===== src/rtl/sparc_tlu_ccrstk_pkg.sv =====
// Shared constants and helpers for the TLU condition-code trap stack.
package sparc_tlu_ccrstk_pkg;

  localparam int NTHR  = 4;
  localparam int TIDW  = 2;
  localparam int MAXTL = 6;
  localparam int TLW   = 3;
  localparam int CCRW  = 8;

  function automatic logic [NTHR-1:0] tid_dec(input logic [TIDW-1:0] tid, input logic en);
    logic [NTHR-1:0] onehot;
    onehot = '0;
    onehot[tid] = en;
    return onehot;
  endfunction

  function automatic logic [TLW-1:0] tl_inc(input logic [TLW-1:0] tl);
    return (tl == TLW'(MAXTL)) ? tl : tl + TLW'(1);
  endfunction

  function automatic logic [TLW-1:0] tl_dec(input logic [TLW-1:0] tl);
    return (tl == '0) ? tl : tl - TLW'(1);
  endfunction

endpackage


===== src/rtl/sparc_tlu_ccrstk_if.sv =====
// Request/response bundle between the TLU control pipe and the CCR trap stack.
interface sparc_tlu_ccrstk_if;
  import sparc_tlu_ccrstk_pkg::*;

  logic [CCRW-1:0]     exu_tlu_ccr0_w;
  logic [CCRW-1:0]     exu_tlu_ccr1_w;
  logic [CCRW-1:0]     exu_tlu_ccr2_w;
  logic [CCRW-1:0]     exu_tlu_ccr3_w;
  logic                tlu_trap_g;
  logic [TIDW-1:0]     tlu_trap_tid_g;
  logic                tlu_dnrtry_e;
  logic [TIDW-1:0]     tlu_dnrtry_tid_e;
  logic                tlu_wrtstate_g;
  logic [TIDW-1:0]     tlu_wrtstate_tid_g;
  logic [CCRW-1:0]     tlu_wrtstate_ccr_g;
  logic [TIDW-1:0]     tlu_rdtstate_tid;
  logic [CCRW-1:0]     tlu_tstate_ccr_rd;
  logic                tlu_exu_cwpccr_update_m;
  logic [CCRW-1:0]     tlu_exu_ccr_m;
  logic [NTHR*TLW-1:0] tlu_tl_all;
  logic                tlu_ccrstk_err;

  // Handshake: requests are single-cycle valid strobes with no ready (the
  // stack always accepts); update_m is a valid-only strobe that the EXU must
  // consume in the cycle it is high, with ccr_m qualified by it.
  modport master (
    output exu_tlu_ccr0_w, exu_tlu_ccr1_w, exu_tlu_ccr2_w, exu_tlu_ccr3_w,
    output tlu_trap_g, tlu_trap_tid_g, tlu_dnrtry_e, tlu_dnrtry_tid_e,
    output tlu_wrtstate_g, tlu_wrtstate_tid_g, tlu_wrtstate_ccr_g, tlu_rdtstate_tid,
    input  tlu_tstate_ccr_rd, tlu_exu_cwpccr_update_m, tlu_exu_ccr_m,
    input  tlu_tl_all, tlu_ccrstk_err
  );

  modport slave (
    input  exu_tlu_ccr0_w, exu_tlu_ccr1_w, exu_tlu_ccr2_w, exu_tlu_ccr3_w,
    input  tlu_trap_g, tlu_trap_tid_g, tlu_dnrtry_e, tlu_dnrtry_tid_e,
    input  tlu_wrtstate_g, tlu_wrtstate_tid_g, tlu_wrtstate_ccr_g, tlu_rdtstate_tid,
    output tlu_tstate_ccr_rd, tlu_exu_cwpccr_update_m, tlu_exu_ccr_m,
    output tlu_tl_all, tlu_ccrstk_err
  );
endinterface


===== src/rtl/sparc_tlu_ccrstk_thr.sv =====
// One thread's TL counter and TSTATE.CCR entries for levels 1..MAXTL.
module sparc_tlu_ccrstk_thr
  import sparc_tlu_ccrstk_pkg::*;
(
  input  logic            clk,
  input  logic            rst,
  input  logic            trap_en,
  input  logic            wr_en,
  input  logic            dnrtry_en,
  input  logic [CCRW-1:0] ccr_w,
  input  logic [CCRW-1:0] wr_data,
  output logic [TLW-1:0]  tl,
  output logic [CCRW-1:0] ent_tl,
  output logic [CCRW-1:0] restore_data,
  output logic            restore,
  output logic            err_trap,
  output logic            err_dnrtry
);

  logic [CCRW-1:0] stk [MAXTL];
  logic            at_zero;
  logic            wr_ok;
  logic            we;
  logic [TLW-1:0]  widx;
  logic [CCRW-1:0] wdata;

  always_comb begin
    at_zero    = (tl == '0);
    err_trap   = trap_en & (tl == TLW'(MAXTL));
    // A trap on this thread squashes both the write and the restore.
    wr_ok      = wr_en & ~trap_en & ~at_zero;
    restore    = dnrtry_en & ~trap_en & ~at_zero;
    err_dnrtry = dnrtry_en & ~trap_en & at_zero;
    we         = trap_en | wr_ok;
    widx       = trap_en ? tl_inc(tl) : tl;
    wdata      = trap_en ? ccr_w : wr_data;
    ent_tl     = '0;
    for (int i = 0; i < MAXTL; i++) begin
      if (tl == TLW'(i + 1)) ent_tl = stk[i];
    end
    restore_data = wr_ok ? wr_data : ent_tl;
  end

  always_ff @(posedge clk) begin
    if (rst) begin
      tl <= '0;
      for (int i = 0; i < MAXTL; i++) stk[i] <= '0;
    end else begin
      if (we) begin
        for (int i = 0; i < MAXTL; i++) begin
          if (widx == TLW'(i + 1)) stk[i] <= wdata;
        end
      end
      if (trap_en)      tl <= tl_inc(tl);
      else if (restore) tl <= tl_dec(tl);
    end
  end

endmodule


===== src/rtl/sparc_tlu_ccrstk.sv =====
// TLU trap stack for condition codes: captures CCR on trap, returns it on DONE/RETRY.
module sparc_tlu_ccrstk
  import sparc_tlu_ccrstk_pkg::*;
(
  input  logic               clk,
  input  logic               rst,
  input  logic               se,
  sparc_tlu_ccrstk_if.slave  bus
);

  logic [CCRW-1:0] ccr_w        [NTHR];
  logic [TLW-1:0]  tl           [NTHR];
  logic [CCRW-1:0] ent_tl       [NTHR];
  logic [CCRW-1:0] restore_data [NTHR];
  logic [NTHR-1:0] trap_dec, wr_dec, dn_dec;
  logic [NTHR-1:0] restore, err_trap, err_dn;
  logic            update_m;
  logic [CCRW-1:0] ccr_m;
  logic            err;
  logic [NTHR*TLW-1:0] tl_all;

  assign ccr_w[0] = bus.exu_tlu_ccr0_w;
  assign ccr_w[1] = bus.exu_tlu_ccr1_w;
  assign ccr_w[2] = bus.exu_tlu_ccr2_w;
  assign ccr_w[3] = bus.exu_tlu_ccr3_w;

  // While scan is shifting, functional updates are suppressed.
  assign trap_dec = tid_dec(bus.tlu_trap_tid_g,     bus.tlu_trap_g     & ~se);
  assign wr_dec   = tid_dec(bus.tlu_wrtstate_tid_g, bus.tlu_wrtstate_g & ~se);
  assign dn_dec   = tid_dec(bus.tlu_dnrtry_tid_e,   bus.tlu_dnrtry_e   & ~se);

  for (genvar t = 0; t < NTHR; t++) begin : g_thr
    sparc_tlu_ccrstk_thr u_thr (
      .clk          (clk),
      .rst          (rst),
      .trap_en      (trap_dec[t]),
      .wr_en        (wr_dec[t]),
      .dnrtry_en    (dn_dec[t]),
      .ccr_w        (ccr_w[t]),
      .wr_data      (bus.tlu_wrtstate_ccr_g),
      .tl           (tl[t]),
      .ent_tl       (ent_tl[t]),
      .restore_data (restore_data[t]),
      .restore      (restore[t]),
      .err_trap     (err_trap[t]),
      .err_dnrtry   (err_dn[t])
    );
  end

  always_comb begin
    tl_all = '0;
    for (int t = 0; t < NTHR; t++) tl_all[t*TLW +: TLW] = tl[t];
  end

  // E->M restore flops; only one DONE/RETRY can be in E per cycle.
  always_ff @(posedge clk) begin
    if (rst) begin
      update_m <= 1'b0;
      ccr_m    <= '0;
      err      <= 1'b0;
    end else begin
      update_m <= |restore;
      if (|restore) ccr_m <= restore_data[bus.tlu_dnrtry_tid_e];
      err <= |{err_trap, err_dn};
    end
  end

  assign bus.tlu_exu_cwpccr_update_m = update_m;
  assign bus.tlu_exu_ccr_m           = ccr_m;
  assign bus.tlu_ccrstk_err          = err;
  assign bus.tlu_tl_all              = tl_all;
  assign bus.tlu_tstate_ccr_rd       = ent_tl[bus.tlu_rdtstate_tid];

endmodule


===== src/flat_wrapper.sv =====
// flat-port wrapper written by rule: the top's interface ports become plain ports
module sparc_tlu_ccrstk_flat import sparc_tlu_ccrstk_pkg::*;
  (clk, rst, se, bus_exu_tlu_ccr0_w, bus_exu_tlu_ccr1_w, bus_exu_tlu_ccr2_w, bus_exu_tlu_ccr3_w, bus_tlu_trap_g, bus_tlu_trap_tid_g, bus_tlu_dnrtry_e, bus_tlu_dnrtry_tid_e, bus_tlu_wrtstate_g, bus_tlu_wrtstate_tid_g, bus_tlu_wrtstate_ccr_g, bus_tlu_rdtstate_tid, bus_tlu_tstate_ccr_rd, bus_tlu_exu_cwpccr_update_m, bus_tlu_exu_ccr_m, bus_tlu_tl_all, bus_tlu_ccrstk_err);
  sparc_tlu_ccrstk_if bus_i ();
  input  logic clk;
  input  logic rst;
  input  logic se;
  input wire logic [$bits(bus_i.exu_tlu_ccr0_w)-1:0] bus_exu_tlu_ccr0_w;
  input wire logic [$bits(bus_i.exu_tlu_ccr1_w)-1:0] bus_exu_tlu_ccr1_w;
  input wire logic [$bits(bus_i.exu_tlu_ccr2_w)-1:0] bus_exu_tlu_ccr2_w;
  input wire logic [$bits(bus_i.exu_tlu_ccr3_w)-1:0] bus_exu_tlu_ccr3_w;
  input wire logic [$bits(bus_i.tlu_trap_g)-1:0] bus_tlu_trap_g;
  input wire logic [$bits(bus_i.tlu_trap_tid_g)-1:0] bus_tlu_trap_tid_g;
  input wire logic [$bits(bus_i.tlu_dnrtry_e)-1:0] bus_tlu_dnrtry_e;
  input wire logic [$bits(bus_i.tlu_dnrtry_tid_e)-1:0] bus_tlu_dnrtry_tid_e;
  input wire logic [$bits(bus_i.tlu_wrtstate_g)-1:0] bus_tlu_wrtstate_g;
  input wire logic [$bits(bus_i.tlu_wrtstate_tid_g)-1:0] bus_tlu_wrtstate_tid_g;
  input wire logic [$bits(bus_i.tlu_wrtstate_ccr_g)-1:0] bus_tlu_wrtstate_ccr_g;
  input wire logic [$bits(bus_i.tlu_rdtstate_tid)-1:0] bus_tlu_rdtstate_tid;
  output wire logic [$bits(bus_i.tlu_tstate_ccr_rd)-1:0] bus_tlu_tstate_ccr_rd;
  output wire logic [$bits(bus_i.tlu_exu_cwpccr_update_m)-1:0] bus_tlu_exu_cwpccr_update_m;
  output wire logic [$bits(bus_i.tlu_exu_ccr_m)-1:0] bus_tlu_exu_ccr_m;
  output wire logic [$bits(bus_i.tlu_tl_all)-1:0] bus_tlu_tl_all;
  output wire logic [$bits(bus_i.tlu_ccrstk_err)-1:0] bus_tlu_ccrstk_err;
  assign bus_i.exu_tlu_ccr0_w = bus_exu_tlu_ccr0_w;
  assign bus_i.exu_tlu_ccr1_w = bus_exu_tlu_ccr1_w;
  assign bus_i.exu_tlu_ccr2_w = bus_exu_tlu_ccr2_w;
  assign bus_i.exu_tlu_ccr3_w = bus_exu_tlu_ccr3_w;
  assign bus_i.tlu_trap_g = bus_tlu_trap_g;
  assign bus_i.tlu_trap_tid_g = bus_tlu_trap_tid_g;
  assign bus_i.tlu_dnrtry_e = bus_tlu_dnrtry_e;
  assign bus_i.tlu_dnrtry_tid_e = bus_tlu_dnrtry_tid_e;
  assign bus_i.tlu_wrtstate_g = bus_tlu_wrtstate_g;
  assign bus_i.tlu_wrtstate_tid_g = bus_tlu_wrtstate_tid_g;
  assign bus_i.tlu_wrtstate_ccr_g = bus_tlu_wrtstate_ccr_g;
  assign bus_i.tlu_rdtstate_tid = bus_tlu_rdtstate_tid;
  assign bus_tlu_tstate_ccr_rd = bus_i.tlu_tstate_ccr_rd;
  assign bus_tlu_exu_cwpccr_update_m = bus_i.tlu_exu_cwpccr_update_m;
  assign bus_tlu_exu_ccr_m = bus_i.tlu_exu_ccr_m;
  assign bus_tlu_tl_all = bus_i.tlu_tl_all;
  assign bus_tlu_ccrstk_err = bus_i.tlu_ccrstk_err;
  sparc_tlu_ccrstk u_core (.clk(clk), .rst(rst), .se(se), .bus(bus_i));
endmodule

===== config.mk =====
export PLATFORM = sky130hd
export DESIGN_NAME = sparc_tlu_ccrstk_flat
export DESIGN_NICKNAME = d
export VERILOG_FILES = /design/src/rtl/sparc_tlu_ccrstk_pkg.sv /design/src/rtl/sparc_tlu_ccrstk_if.sv /design/src/rtl/sparc_tlu_ccrstk_thr.sv /design/src/rtl/sparc_tlu_ccrstk.sv /design/src/flat_wrapper.sv
export SDC_FILE = /design/constraint.sdc
export NUM_CORES = 1
export LEC_CHECK = 0
export ABC_CLOCK_PERIOD_IN_PS = 4760
export CELL_PAD_IN_SITES_DETAIL_PLACEMENT = 0
export CELL_PAD_IN_SITES_GLOBAL_PLACEMENT = 2
export CORE_AREA = 2 2 159 200
export DETAILED_ROUTE_END_ITERATION = 10
export DIE_AREA = 0 0 161 202
export HOLD_SLACK_MARGIN = 0.08
export PLACE_DENSITY = 0.85
export RECOVER_POWER = 100
export SLEW_MARGIN = 5
export SYNTH_ARGS = -nofsm -noshare
export SYNTH_HDL_FRONTEND = slang
export SYNTH_SLANG_ARGS = --single-unit

===== constraint.sdc =====
create_clock -name clk -period 4.76 [get_ports clk]
set_input_delay 0.476 -clock clk [delete_from_list [all_inputs] [get_ports clk]]
set_output_delay 0.476 -clock clk [all_outputs]
set_load 0.02 [all_outputs]

==> flow_metrics.env <==
export IMPL_grt_usage_pct=23.79
export IMPL_antenna_found_initial=0
export IMPL_drive_above_1_share_pct=5.905
export IMPL_cts_sinks=214
export IMPL_cts_tree="built"
export IMPL_hold_class="in -> reg"
export IMPL_grt_overflow_total=0
export IMPL_crit_path_start="u_core.g_thr[0].u_thr.tl[0]"
export IMPL_cts_root_buf="clkbuf_16"
export IMPL_final_min_clock_period_ns=4.533
export IMPL_dp_hpwl_um=28940
export IMPL_placed_area_mm2=0.01332
export IMPL_yosysSeqAreaShare_pct=51.13
export IMPL_syn_inst=1225
export IMPL_worstMarginPinSlew_ns=1.077
export IMPL_clk_latency_ns=0.52
export IMPL_internal_power_mw=3.248
export IMPL_setup_tns_ns=0
export IMPL_antenna_cells=0
export IMPL_grt_max_degree=38
export IMPL_p_sw_share_pct=24.59
export IMPL_layout_cells_non_filler=1694
export IMPL_cp_end_kind="output pin"
export IMPL_setup_violations=0
export IMPL_syn_nets=1303
export IMPL_dr_pass1_iters=5
export IMPL_grt_first_pass_wirelength_um=59420
export IMPL_die_y_um=202
export IMPL_worst_slew_margin_rel_pct=28.08
export IMPL_drt_wl_total_um=38900
export IMPL_gp_congestion=0.8571
export IMPL_crit_arrival_ns=4.06
export IMPL_place_ws_ns=0.5081
export IMPL_rsz0062_at_grt="no"
export IMPL_drc=0
export IMPL_seqPwrFrac_pct=49.7
export IMPL_dp_cells=1654
export IMPL_period_share_pct=95.22
export IMPL_numCtsBuffers=22
export IMPL_htree_levels=1
export IMPL_cts_resized=1
export IMPL_ant_nets=0
export IMPL_hold_violations=0
export IMPL_status="completed"
export IMPL_ioPinCount=84
export IMPL_clkTransAtPathRegs_ns=0.06
export IMPL_synth_seq_cells=214
export IMPL_synth_async_reset_ratio_pct=0
export IMPL_via_count=9822
export IMPL_vdd_drop_max_mv=0.1961
export IMPL_setup_slack_ns=0.2274
export IMPL_vias_per_cell=5.798
export IMPL_holdBufCountCts=0
export IMPL_fmax_mhz=220.6
export IMPL_drt_iter0_drc=1022
export IMPL_fin_area_mm2=0.01402
export IMPL_row_count=72
export IMPL_ys_types=75
export IMPL_fin_nets=1349
export IMPL_hold_ws_ns=0.4813
export IMPL_die_w_um=161
export IMPL_syn_avg_cell_area_um2=9.908
export IMPL_combPwrFrac_pct=10.1
export IMPL_numPortBuffers=83
export IMPL_leakagePower_nw=5.035
export IMPL_clkPwrFrac_pct=40.2
export IMPL_ys_warn_count=0
export IMPL_power_density_mw_per_mm2=307.1
export IMPL_initial_core_util_pct=39.63
export IMPL_regToRegStartpoint="u_core.g_thr[2].u_thr.tl[0]"
export IMPL_core_mm2=0.03063
export IMPL_crit_required_ns=4.28
export IMPL_syn_to_final_growth_pct=15.51
export IMPL_cap_viol_max_count=0
export IMPL_synth_edf_count=192
export IMPL_synthFlopType="edfxtp_1"
export IMPL_cts_setup_buffers=0
export IMPL_hold_start="rst"
export IMPL_grt_pass1_vias=9580
export IMPL_finalMaxSlewViolations=0
export IMPL_wl_per_cell_um=22.96
export IMPL_syn_area_mm2=0.01214
export IMPL_crit_fanout=20
export IMPL_critical_path_class="reg -> out"
export IMPL_skew_ns=0.008934
export IMPL_clock_path_buffers=3
export IMPL_p_switching_mw=1.059
export IMPL_dieArea_mm2=0.03252
export IMPL_critPathLaunchType="flop"
-- state kept, by name (all words and copies together), names as in the netlist --
name / cells
u_core.g_thr.u_thr.stk: 192
u_core.bus.tlu_exu_cwpccr_update_m: 1
u_core.g_thr.u_thr.tl: 12
u_core.bus.tlu_ccrstk_err: 1
u_core.bus.tlu_exu_ccr_m: 8
-- per-stage QoR --
stage	total power, mW	util [%]
5_1_grt	4.438	45.78
4_1_cts	4.333	45.84
6_report	4.306	45.78
3_3_place_gp	2.618	43.49
3_5_place_dp	2.617	43.49
2_1_floorplan	2.414	-
-- critical path: stages, from the launching register on --
cell and delay, ns:
dfxtp_1 0.38, inv_1 0.22, ha_1 0.69, clkbuf_1 0.46, o21bai_1 0.19, nand3_1 0.16, nand2_1 0.13, o21ai_0 0.09
o21ai_0 0.50, clkdlybuf4s50_1 0.72
-- path summary, 6_finish.rpt --
path,to,slack [ns],cells after the start
worst max-delay path,bus_tlu_tstate_ccr_rd[0],0.23,9
worst min-delay path,u_core.g_thr[1].u_thr.tl[0],0.48,2
worst max register to register,u_core.g_thr[2].u_thr.stk[1][6],1.36,8
worst min register to register,u_core.bus.tlu_exu_ccr_m[1],0.53,2
-- cell usage in the layout, fill, tap and decap left out, types with 18 or more instances in the layout --
cell type | synthesis | layout
inv_1 | 19 | 20
buf_4 | 1 | 18
ha_1 | 24 | 24
nor2b_1 | 52 | 52
clkdlybuf4s50_1 | 0 | 57
nand3_1 | 40 | 40
mux2i_1 | 39 | 39
o21ai_0 | 74 | 73
o2111ai_1 | 22 | 22
dfxtp_1 | 22 | 22
edfxtp_1 | 192 | 192
nand2_1 | 122 | 122
dlygate4sd3_1 | 0 | 25
clkbuf_16 | 0 | 23
a21oi_1 | 40 | 40
nor2_1 | 216 | 216
nand2b_1 | 19 | 19
-- routing by layer --
layer	part of all wire, %	GRT usage, %	vias to the layer above
met1	41	30.41	4816
met3	5.9	2.811	59
met2	50	41.52	329
li1	-	-	4618
met4	3.5	8.578	0
met5	0	0	-
-- power groups by stage --
stage               Clock, mW  Sequential, mW  Combinational (mW)
floorplan                   0            2.17               0.239
global placement            0            2.18               0.437
detailed placement          0            2.18               0.437
CTS                      1.75            2.14               0.439
global route             1.82            2.15               0.468
finish                   1.73            2.14               0.436
-- layout make-up --
class,instances,area (um^2)
clock buffer,29,628.1
inverter,23,86.33
clock inverter,11,91.34
tap,407,509.2
fill,2997,16610
timing repair buffer,105,975.9
multi-input combinational,905,5524
sequential,214,6206
-- synthesized netlist by cell type, types with 7 or more instances --
cell type	number	share of area (%)
nand4_1	8	0.41
nor2b_1	52	2.7
clkbuf_1	63	1.9
a2bb2oi_1	7	0.51
nand4bb_1	8	0.74
nor2_1	216	6.7
or3_1	7	0.36
o21ai_0	74	3.1
a41oi_1	10	0.72
a22oi_1	8	0.49
buf_2	9	0.37
and2_1	8	0.41
nor3_1	9	0.37
nor2_2	8	0.41
a21oi_1	40	1.6
dfxtp_1	22	3.6
o211ai_1	17	1.1
edfxtp_1	192	48
buf_1	8	0.25
a31oi_1	17	0.88
ha_1	24	2.5
mux2i_1	39	3.2
nand2_1	122	3.8
nand2b_1	19	0.98
o2111ai_1	22	1.6
o21bai_1	16	0.99
a21o_1	13	0.80
inv_1	19	0.59
a221o_1	17	1.4
nand3_1	40	1.6
-- kinds of logic (layout without fill, tap and decap cells) --
| logic type | Yosys count | after routing | share of synthesized area (%) |
|---|---|---|---|
| AO/OA/AOI/OAI | 297 | 297 | 17.09 |
| flip-flops | 214 | 214 | 51.13 |
| XOR/XNOR | 6 | 6 | 0.4329 |
| multiplexers | 46 | 46 | 4.453 |
| adder cells (fa/ha/maj) | 24 | 24 | 2.474 |
| buffers and inverters | 106 | 168 | 3.525 |
| AND/OR/NAND/NOR | 532 | 532 | 20.89 |
Power figures use the tool's default switching activity.
